==> config.mk <==
export PLATFORM = sky130hd
export DESIGN_NAME = ppu_reg_arbiter
export DESIGN_NICKNAME = d
export VERILOG_FILES = /design/src/rtl/ppu_reg_arbiter.sv
export SDC_FILE = /design/constraint.sdc
export NUM_CORES = 1
export LEC_CHECK = 0
export BUFFER_PORTS_ARGS = -buffer_cell sky130_fd_sc_hd__buf_2
export CORE_ASPECT_RATIO = 0.6
export CORE_MARGIN = 1
export CORE_UTILIZATION = 45
export DETAILED_ROUTE_END_ITERATION = 12
export GPL_TIMING_DRIVEN = 0
export HOLD_SLACK_MARGIN = 0.1
export PLACE_DENSITY_LB_ADDON = 0.2
export SYNTH_ARGS = -nofsm -noshare
export SYNTH_HDL_FRONTEND = slang
export SYNTH_SLANG_ARGS = --single-unit
==> constraint.sdc <==
create_clock -name clk -period 4.6 [get_ports clk]
set_clock_uncertainty 0.2 [all_clocks]
set_input_delay 0 -clock clk [delete_from_list [all_inputs] [get_ports clk]]
set_output_delay 0 -clock clk [all_outputs]
set_load 0.02 [all_outputs]
==> src/rtl/ppu_reg_arbiter.sv <==
// Two-requester arbiter for the PPU CPU-side register window ($2000-$2007).
// Round-robin grants, a fixed access/recovery cadence, and a timed ownership lock.
module ppu_reg_arbiter #(
  parameter int unsigned RECOVERY_CYCLES = 1,
  parameter int unsigned LOCK_TIMEOUT    = 64
) (
  input  logic       clk,
  input  logic       rst,
  input  logic       a_valid,
  input  logic [2:0] a_addr,
  input  logic [7:0] a_wdata,
  input  logic       a_write,
  input  logic       a_lock,
  output logic       a_ready,
  output logic       a_rvalid,
  output logic [7:0] a_rdata,
  input  logic       b_valid,
  input  logic [2:0] b_addr,
  input  logic [7:0] b_wdata,
  input  logic       b_write,
  input  logic       b_lock,
  output logic       b_ready,
  output logic       b_rvalid,
  output logic [7:0] b_rdata,
  output logic [2:0] ppu_address,
  output logic [7:0] ppu_data,
  input  logic [7:0] ppu_rdata,
  output logic       ppu_rw,
  output logic       ppu_cs
);

  localparam logic [1:0] ST_IDLE    = 2'd0;
  localparam logic [1:0] ST_ACCESS  = 2'd1;
  localparam logic [1:0] ST_RECOVER = 2'd2;

  localparam logic PORT_A = 1'b0;
  localparam logic PORT_B = 1'b1;

  localparam logic       HAS_RECOVERY = (RECOVERY_CYCLES != 0);
  localparam logic [3:0] REC_LAST     = (RECOVERY_CYCLES == 0) ? 4'd0 : 4'(RECOVERY_CYCLES - 1);
  localparam logic [7:0] TIMEOUT_VAL  = 8'(LOCK_TIMEOUT);

  logic [1:0] state_r;
  logic [3:0] rec_cnt_r;
  logic       cmd_write_r;
  logic       cmd_lock_r;
  logic       cmd_port_r;
  logic       last_grant_r;
  logic       owner_valid_r;
  logic       owner_r;
  logic [7:0] to_cnt_r;

  logic       grant_a_s;
  logic       grant_b_s;
  logic       accept_s;
  logic       owner_req_s;
  logic       owner_idle_s;
  logic [7:0] to_next_s;
  logic [2:0] req_addr_s;
  logic [7:0] req_wdata_s;
  logic       req_write_s;
  logic       req_lock_s;

  // Grant decision: a lock owner excludes the other port, otherwise round-robin on ties
  always_comb begin
    grant_a_s = 1'b0;
    grant_b_s = 1'b0;
    if ((state_r == ST_IDLE) && !rst) begin
      if (owner_valid_r) begin
        if (owner_r == PORT_A) begin
          grant_a_s = a_valid;
        end else begin
          grant_b_s = b_valid;
        end
      end else if (a_valid && b_valid) begin
        if (last_grant_r == PORT_B) begin
          grant_a_s = 1'b1;
        end else begin
          grant_b_s = 1'b1;
        end
      end else begin
        grant_a_s = a_valid;
        grant_b_s = b_valid;
      end
    end else begin
      grant_a_s = 1'b0;
      grant_b_s = 1'b0;
    end
  end

  assign a_ready  = grant_a_s;
  assign b_ready  = grant_b_s;
  assign accept_s = grant_a_s | grant_b_s;

  // Request mux towards the command register
  always_comb begin
    req_addr_s  = a_addr;
    req_wdata_s = a_wdata;
    req_write_s = a_write;
    req_lock_s  = a_lock;
    if (grant_b_s) begin
      req_addr_s  = b_addr;
      req_wdata_s = b_wdata;
      req_write_s = b_write;
      req_lock_s  = b_lock;
    end else begin
      req_addr_s  = a_addr;
      req_wdata_s = a_wdata;
      req_write_s = a_write;
      req_lock_s  = a_lock;
    end
  end

  // Timeout only advances while the owner sits idle in IDLE
  always_comb begin
    owner_req_s = 1'b0;
    if (owner_r == PORT_B) begin
      owner_req_s = b_valid;
    end else begin
      owner_req_s = a_valid;
    end
    owner_idle_s = owner_valid_r && (state_r == ST_IDLE) && !owner_req_s;
    to_next_s    = to_cnt_r + 8'd1;
  end

  // Access sequencer: IDLE -> ACCESS -> RECOVER -> IDLE
  always_ff @(posedge clk) begin
    if (rst) begin
      state_r      <= ST_IDLE;
      rec_cnt_r    <= 4'd0;
      cmd_write_r  <= 1'b0;
      cmd_lock_r   <= 1'b0;
      cmd_port_r   <= PORT_A;
      last_grant_r <= PORT_B;
    end else begin
      case (state_r)
        ST_IDLE: begin
          if (accept_s) begin
            cmd_write_r  <= req_write_s;
            cmd_lock_r   <= req_lock_s;
            cmd_port_r   <= grant_b_s;
            last_grant_r <= grant_b_s;
            state_r      <= ST_ACCESS;
          end else begin
            state_r <= ST_IDLE;
          end
        end
        ST_ACCESS: begin
          rec_cnt_r <= 4'd0;
          state_r   <= HAS_RECOVERY ? ST_RECOVER : ST_IDLE;
        end
        ST_RECOVER: begin
          if (rec_cnt_r == REC_LAST) begin
            state_r <= ST_IDLE;
          end else begin
            rec_cnt_r <= rec_cnt_r + 4'd1;
          end
        end
        default: begin
          state_r <= ST_IDLE;
        end
      endcase
    end
  end

  // Ownership follows the lock bit of each completed access; idle owners time out
  always_ff @(posedge clk) begin
    if (rst) begin
      owner_valid_r <= 1'b0;
      owner_r       <= PORT_A;
      to_cnt_r      <= 8'd0;
    end else if (state_r == ST_ACCESS) begin
      owner_valid_r <= cmd_lock_r;
      owner_r       <= cmd_port_r;
      to_cnt_r      <= 8'd0;
    end else if (owner_idle_s) begin
      if (to_next_s == TIMEOUT_VAL) begin
        owner_valid_r <= 1'b0;
        to_cnt_r      <= 8'd0;
      end else begin
        to_cnt_r <= to_next_s;
      end
    end else if (accept_s) begin
      to_cnt_r <= 8'd0;
    end else begin
      to_cnt_r <= to_cnt_r;
    end
  end

  // PPU bus: chip select is low only for the single ACCESS cycle
  always_ff @(posedge clk) begin
    if (rst) begin
      ppu_cs      <= 1'b1;
      ppu_rw      <= 1'b0;
      ppu_address <= 3'd0;
      ppu_data    <= 8'd0;
    end else if (accept_s) begin
      ppu_cs      <= 1'b0;
      ppu_rw      <= req_write_s;
      ppu_address <= req_addr_s;
      ppu_data    <= req_write_s ? req_wdata_s : 8'd0;
    end else begin
      ppu_cs <= 1'b1;
    end
  end

  // Read return: capture at the end of ACCESS, rdata holds until the port's next read
  always_ff @(posedge clk) begin
    if (rst) begin
      a_rvalid <= 1'b0;
      a_rdata  <= 8'd0;
      b_rvalid <= 1'b0;
      b_rdata  <= 8'd0;
    end else if ((state_r == ST_ACCESS) && !cmd_write_r) begin
      if (cmd_port_r == PORT_B) begin
        b_rvalid <= 1'b1;
        b_rdata  <= ppu_rdata;
        a_rvalid <= 1'b0;
      end else begin
        a_rvalid <= 1'b1;
        a_rdata  <= ppu_rdata;
        b_rvalid <= 1'b0;
      end
    end else begin
      a_rvalid <= 1'b0;
      b_rvalid <= 1'b0;
    end
  end

endmodule

### After elaboration in Yosys (flattened, before gate mapping)

Index checks and enable logic that the tools add are counted.

| cells by class | value |
|---|---|
| $add $sub $neg | 2 |
| equality and inequality tests | 5 |
| muxes and demuxes | 30 |
| bitwise operators | 3 |
| reduce and logical (&&, ||, !) cells | 21 |

Operators by type and width:

| operator | count |
|---|---|
| two-way mux 8 bit | 5 |
| two-way mux 1 bit | 20 |
| AND reduction 2 bit | 5 |
| adder 8 x 1 -> 8 bit, second input constant | 1 |
| equality test 8 x 7 -> 1 bit, second input constant | 1 |
| one-hot mux 4 bit (2 select lines) | 1 |
| nonzero test 2 bit | 4 |
| one-hot mux 2 bit (3 select lines) | 1 |
| logical AND 1 bit | 5 |
| adder 4 x 1 -> 4 bit, second input constant | 1 |
| zero test 4 bit | 1 |
| two-way mux 4 bit | 1 |
| != test 2 bit, second input constant | 2 |
| OR reduction 2 bit | 2 |
| zero test 1 bit | 3 |
| two-way mux 3 bit | 1 |
| equality test 2 x 1 -> 1 bit, second input constant | 1 |
| equality test 2 bit, second input constant | 1 |
| zero test 2 bit | 1 |
| two-way mux 2 bit | 1 |
| NOT 1 bit | 2 |
| OR 1 bit | 1 |

| storage, ports and cells | value |
|---|---|
| bits in registers | 51 |
| input port bits | 38 |
| output and inout port bits | 33 |
| word-level logic and storage cells | 78 |

### Logic depth before layout (Yosys ltp)

| logic depth | value |
|---|---|
| depth after elaboration | 7 |
| depth in mapped cells | 7 |
| gate-level depth less buffers | 6 |

### Worst setup path before layout

Ideal clock, no wire load.

| timing path | value |
|---|---|
| path kind | register -> register |
| from | reg owner_valid_r |
| to | reg ppu_data[0] |
| setup time | 0.128 ns |
| arrival | 1.478 ns |
| data required time | 4.272 ns |
| slack | 2.794 ns |
| cell stages (with the launch flop) | 7 |
| path buffers | 1 |
| period minus slack after synthesis | 1.806 ns |
| path through | dfxtp_1 or3b_1 and4_4 buf_6 a22oi_4 a2bb2oi_1 nor2_1 |

| between the ends | value |
|---|---|
| elaborated cells between the ends (all ways) | 8 |
| classes of those cells | 7 x mux; 1 x bitwise |

RTL lines:

| what | RTL line | text |
|---|---|---|
| start, declared | 49 | `logic owner_valid_r;` |
| start signal, assigned | 173 | `owner_valid_r <= cmd_lock_r;` |
| two-way mux 1 bit | 69 | `if (owner_valid_r) begin` |
| two-way mux 1 bit | 68 | `if ((state_r == ST_IDLE) && !rst) begin` |
| named net a_ready | 14 | `output logic a_ready,` |
| OR 1 bit | 93 | `assign accept_s = grant_a_s \| grant_b_s;` |
| end signal, assigned | 201 | `ppu_data <= req_write_s ? req_wdata_s : 8'd0;` |
| end, declared | 26 | `output logic [7:0] ppu_data,` |

The timed path passes the listed nets, and every way through them passes these cells.
A chain may end at the register's enable or synchronous reset.

### Final worst setup path

| timing path | value |
|---|---|
| from | reg state_r[1] |
| to | reg ppu_data[2] |

| between the ends | value |
|---|---|
| cells in the longest elaborated chain, start to end | 5 |
| elaborated cells between the ends (all ways) | 8 |
| classes of those cells | 5 x mux; 1 x bitwise; 2 x reduce/logical |

Ends and longest elaborated chain:

| what | RTL line | text |
|---|---|---|
| start, declared | 43 | `logic [1:0] state_r;` |
| start signal, assigned | 150 | `state_r <= HAS_RECOVERY ? ST_RECOVER : ST_IDLE;` |
| zero test 2 bit * | 68 |  |
| logical AND 1 bit * | 68 |  |
| two-way mux 1 bit | 68 |  |
| two-way mux 8 bit / two-way mux 1 bit (equally long branches) | 101 | `if (grant_b_s) begin` |
| two-way mux 8 bit | 201 |  |

Every way passes the cells marked *; elsewhere a longest branch is shown, timed or not.

==> key figures <==
Run status
  – Status: finished clean

Power and ir drop
  – PwrDens: 311 nW/um^2
  – Total power: 1000 uW
  – Static leakage: 0.00138 uW
  – Max VDD drop: 234 uV

CTS
  – CTS resizes: 0
  – Root Driver: clkbuf_8
  – CTS clk-pin slew, worst paths: 0.10 ns
  – CTS tree: built
  – Latest clock arrival within the worst-skew pair: 0.31 ns
  – Post-CTS Setup Repair Bufs: 0
  – CTS buffer count: 5
  – CTS sink cnt: 51
  – H-tree levels: 2
  – Cts-stage hold buffer count: 46
  – CTS max path bufs: 2

Global routing
  – First-pass GRT wire length: 10,100 microns
  – Largest net degree at the start of global routing: 17
  – Gr usage total: 0.250
  – Congestion Overflow GR: 0
  – Vias in the first global route: 2,155
  – Initial antenna violation count: 0

Placed design
  – Placed cells: 378
  – Gpl congestion: 0.859
  – PortBufs: 70
  – HPWL after detailed placement: 3910 microns

Synth
  – Xor/xnor share of the synthesized area: 0.0157
  – Complex-gate fraction of the synthesized area: 0.149
  – Synthesized Nets: 286
  – Post-synth cell types: 40
  – Synth Area in Simple Gates: 0.230
  – Synthesized area: 2230 sq um
  – Sequential area share after synthesis: 0.458
  – Register bit total from synthesis: 51
  – Syn Area/Cell: 9.09 sq um
  – Adder-Cell Fraction of Synth Area: 0.0169
  – Mux share of post-synthesis cell area: 0.0989
  – Post-Synthesis Cells: 245
  – Yosys warnings: 0
  – Largest family of logic cells by synthesized area: simple AND/OR/NAND/NOR gates

Route
  – Final wirelength: 6100 microns
  – Via Count: 2,234
  – Metal2 WL: 2720 microns
  – Wire length on met1: 2810 microns
  – Wire per inst: 14.1 microns
  – DR vias/cell: 5.17
  – Uppermost routed layer: met4
  – Routed met3 length: 454 microns
  – Initial drt markers: 113
  – Detail Route Antenna Nets: 0
  – First-pass DRT Iterations: 5
  – DRC Markers: 0

Critical path
  – CP Launch Point: state_r[1]
  – Startpoint types: flop
  – Max stage delay on crit path: 0.58 ns
  – Setup CP Type: flop to flop
  – Worst R2R Path Depth: 8
  – CP required: 4.59 ns
  – Critical Path AT: 3.18 ns
  – Worst setup EP type: flop
  – Reg-to-reg critical path endpoint: ppu_data[2]
  – FF-to-FF setup slack: 1.42 ns
  – Critical Path Fanout Max: 10
  – Reg2reg start: state_r[1]
  – CP dominant cell by count: dlygate4sd3_1
  – Crit-path cells: nor3_2 -> nand4_4 -> buf_1 -> mux2i_1 -> dlygate4sd3_1 -> a2bb2oi_1 -> dlygate4sd3_1 -> nor2_1
  – Worst path slowest cell: dlygate4sd3_1

Die
  – Die width: 92.8 microns
  – Die Area: 5240 sq um
  – Boundary pin count: 71
  – # rows: 19
  – Die Ht: 56.5 microns
  – Initial core utilization: 0.478
  – Core region area: 4660 sq um

Timing
  – Final period utilization: 0.692
  – Rel. slew slack: 0.373
  – F_max: 0.314 GHz
  – Final hold vios: 0
  – Fin crit period: 3.18 ns
  – Slew @ Worst Pin: 0.933 ns
  – Slew Viols, Final: 0
  – RSZ-0062 raised after global routing: no
  – Setup TNS: 0 ns
  – Final setup fails: 0

Flow run
  – Max Cap Viol: 0

Cells and area
  – Commonest cells after routing, fill and taps aside: 71 x buf_2, 51 x dfxtp_1, 46 x dlygate4sd3_1
  – Nets: 409
  – Final non-filler cell total: 432
  – Ant diodes: 0
  – Fin util: 0.690
  – Most common cell after layout, fill and taps aside: buf_2
  – Share of cells above drive strength 1: 0.244
  – Synthesis-to-finish area growth: 44.4%

Worst hold path
  – HP Class: primary input to flop
  – Worst Hold Path EP: to_cnt_r[0]
  – Hold depth: 4
  – Worst hold start: b_valid
-- worst max path at each step --
stage	cells past startpoint	to	slack [ns]
finish	8	ppu_data[2]	1.42
global route	8	ppu_data[1]	1.26
CTS	8	ppu_data[2]	1.47
detailed placement	6	ppu_data[2]	2.54
global placement	6	ppu_data[2]	2.56
floorplan	6	ppu_data[0]	2.79
-- sequential cells by signal (all words and copies together), names as in the netlist, 2 cells and up --
name,cells
a_rdata,8
b_rdata,8
ppu_data,8
to_cnt_r,8
rec_cnt_r,4
ppu_address,3
state_r,2
-- layer usage --
metal,global-route usage,vias to the layer above
li1,-,1112
met1,0.321,1030
met2,0.410,80
met3,0.0569,12
met4,0.0989,0
met5,0,-
-- cells by family after synthesis --
group | count (synthesis)
simple gates | 102
xor+xnor | 4
flops | 51
buf+inv | 14
fa+ha+maj | 3
compound gates | 49
mux | 22
-- stage by stage --
stage               worst slack (ns)  hold WS (ns)  area (sq um)
finish                          1.42         0.230          3220
global route                    1.26         0.276          3220
CTS                             1.47         0.217          3220
detailed placement              2.54       0.00193          2660
global placement                2.56       0.00169          2660
floorplan                       2.79       -0.0915          2230
-- critical path: cells and delay by family (launching register included) --
kind	cells	cell delay (ns)
compound gates	1	0.16
mux	1	0.22
buf+inv	3	1.49
simple gates	3	0.64
flops	1	0.35
-- area by class of cell --
type / count / area, sq um
plain buffers: 10 / 53.8
clock inverters: 2 / 16.3
inverters: 4 / 15.0
clock buffers: 6 / 82.6
repair buffers: 116 / 811
flip-flops and latches: 51 / 1020
well taps: 63 / 78.8
fillers: 390 / 1440
multi-input cells: 180 / 1140
-- cell usage after synthesis (all sizes together) --
cell      n  area [sq um]
a211oi    3          22.5
a21oi    17          85.1
a22oi     1          21.3
a2bb2oi   8          70.1
a311oi    1          15.0
a31oi     5          31.3
and3      2          12.5
and4      1          11.3
buf       6          38.8
clkbuf    4          15.0
dfxtp    51          1020
ha        3          37.5
inv       4          15.0
mux2i    22           220
nand2    31           124
nand2b    6          37.5
nand3     8          40.0
nand3b    3          22.5
nand4     4          40.0
nor2     34           144
nor2b     1          6.26
nor3      7          40.0
nor3b     1          7.51
o21ai     9          45.0
o21bai    1          7.51
o31a      1          8.76
o31ai     1          7.51
o41ai     2          17.5
or2       1          6.26
or3       2          12.5
or3b      1          8.76
xnor2     1          8.76
xor2      3          26.3
-- power by group --
| part | switching (uW) | internal, uW | leakage [uW] |
|---|---|---|---|
| clock network | 155 | 123 | 0.0000474 |
| registers | 17.5 | 468 | 0.000414 |
| logic | 126 | 110 | 0.000920 |
| total | 299 | 701 | 0.00138 |
Power figures use the tool's default switching activity.
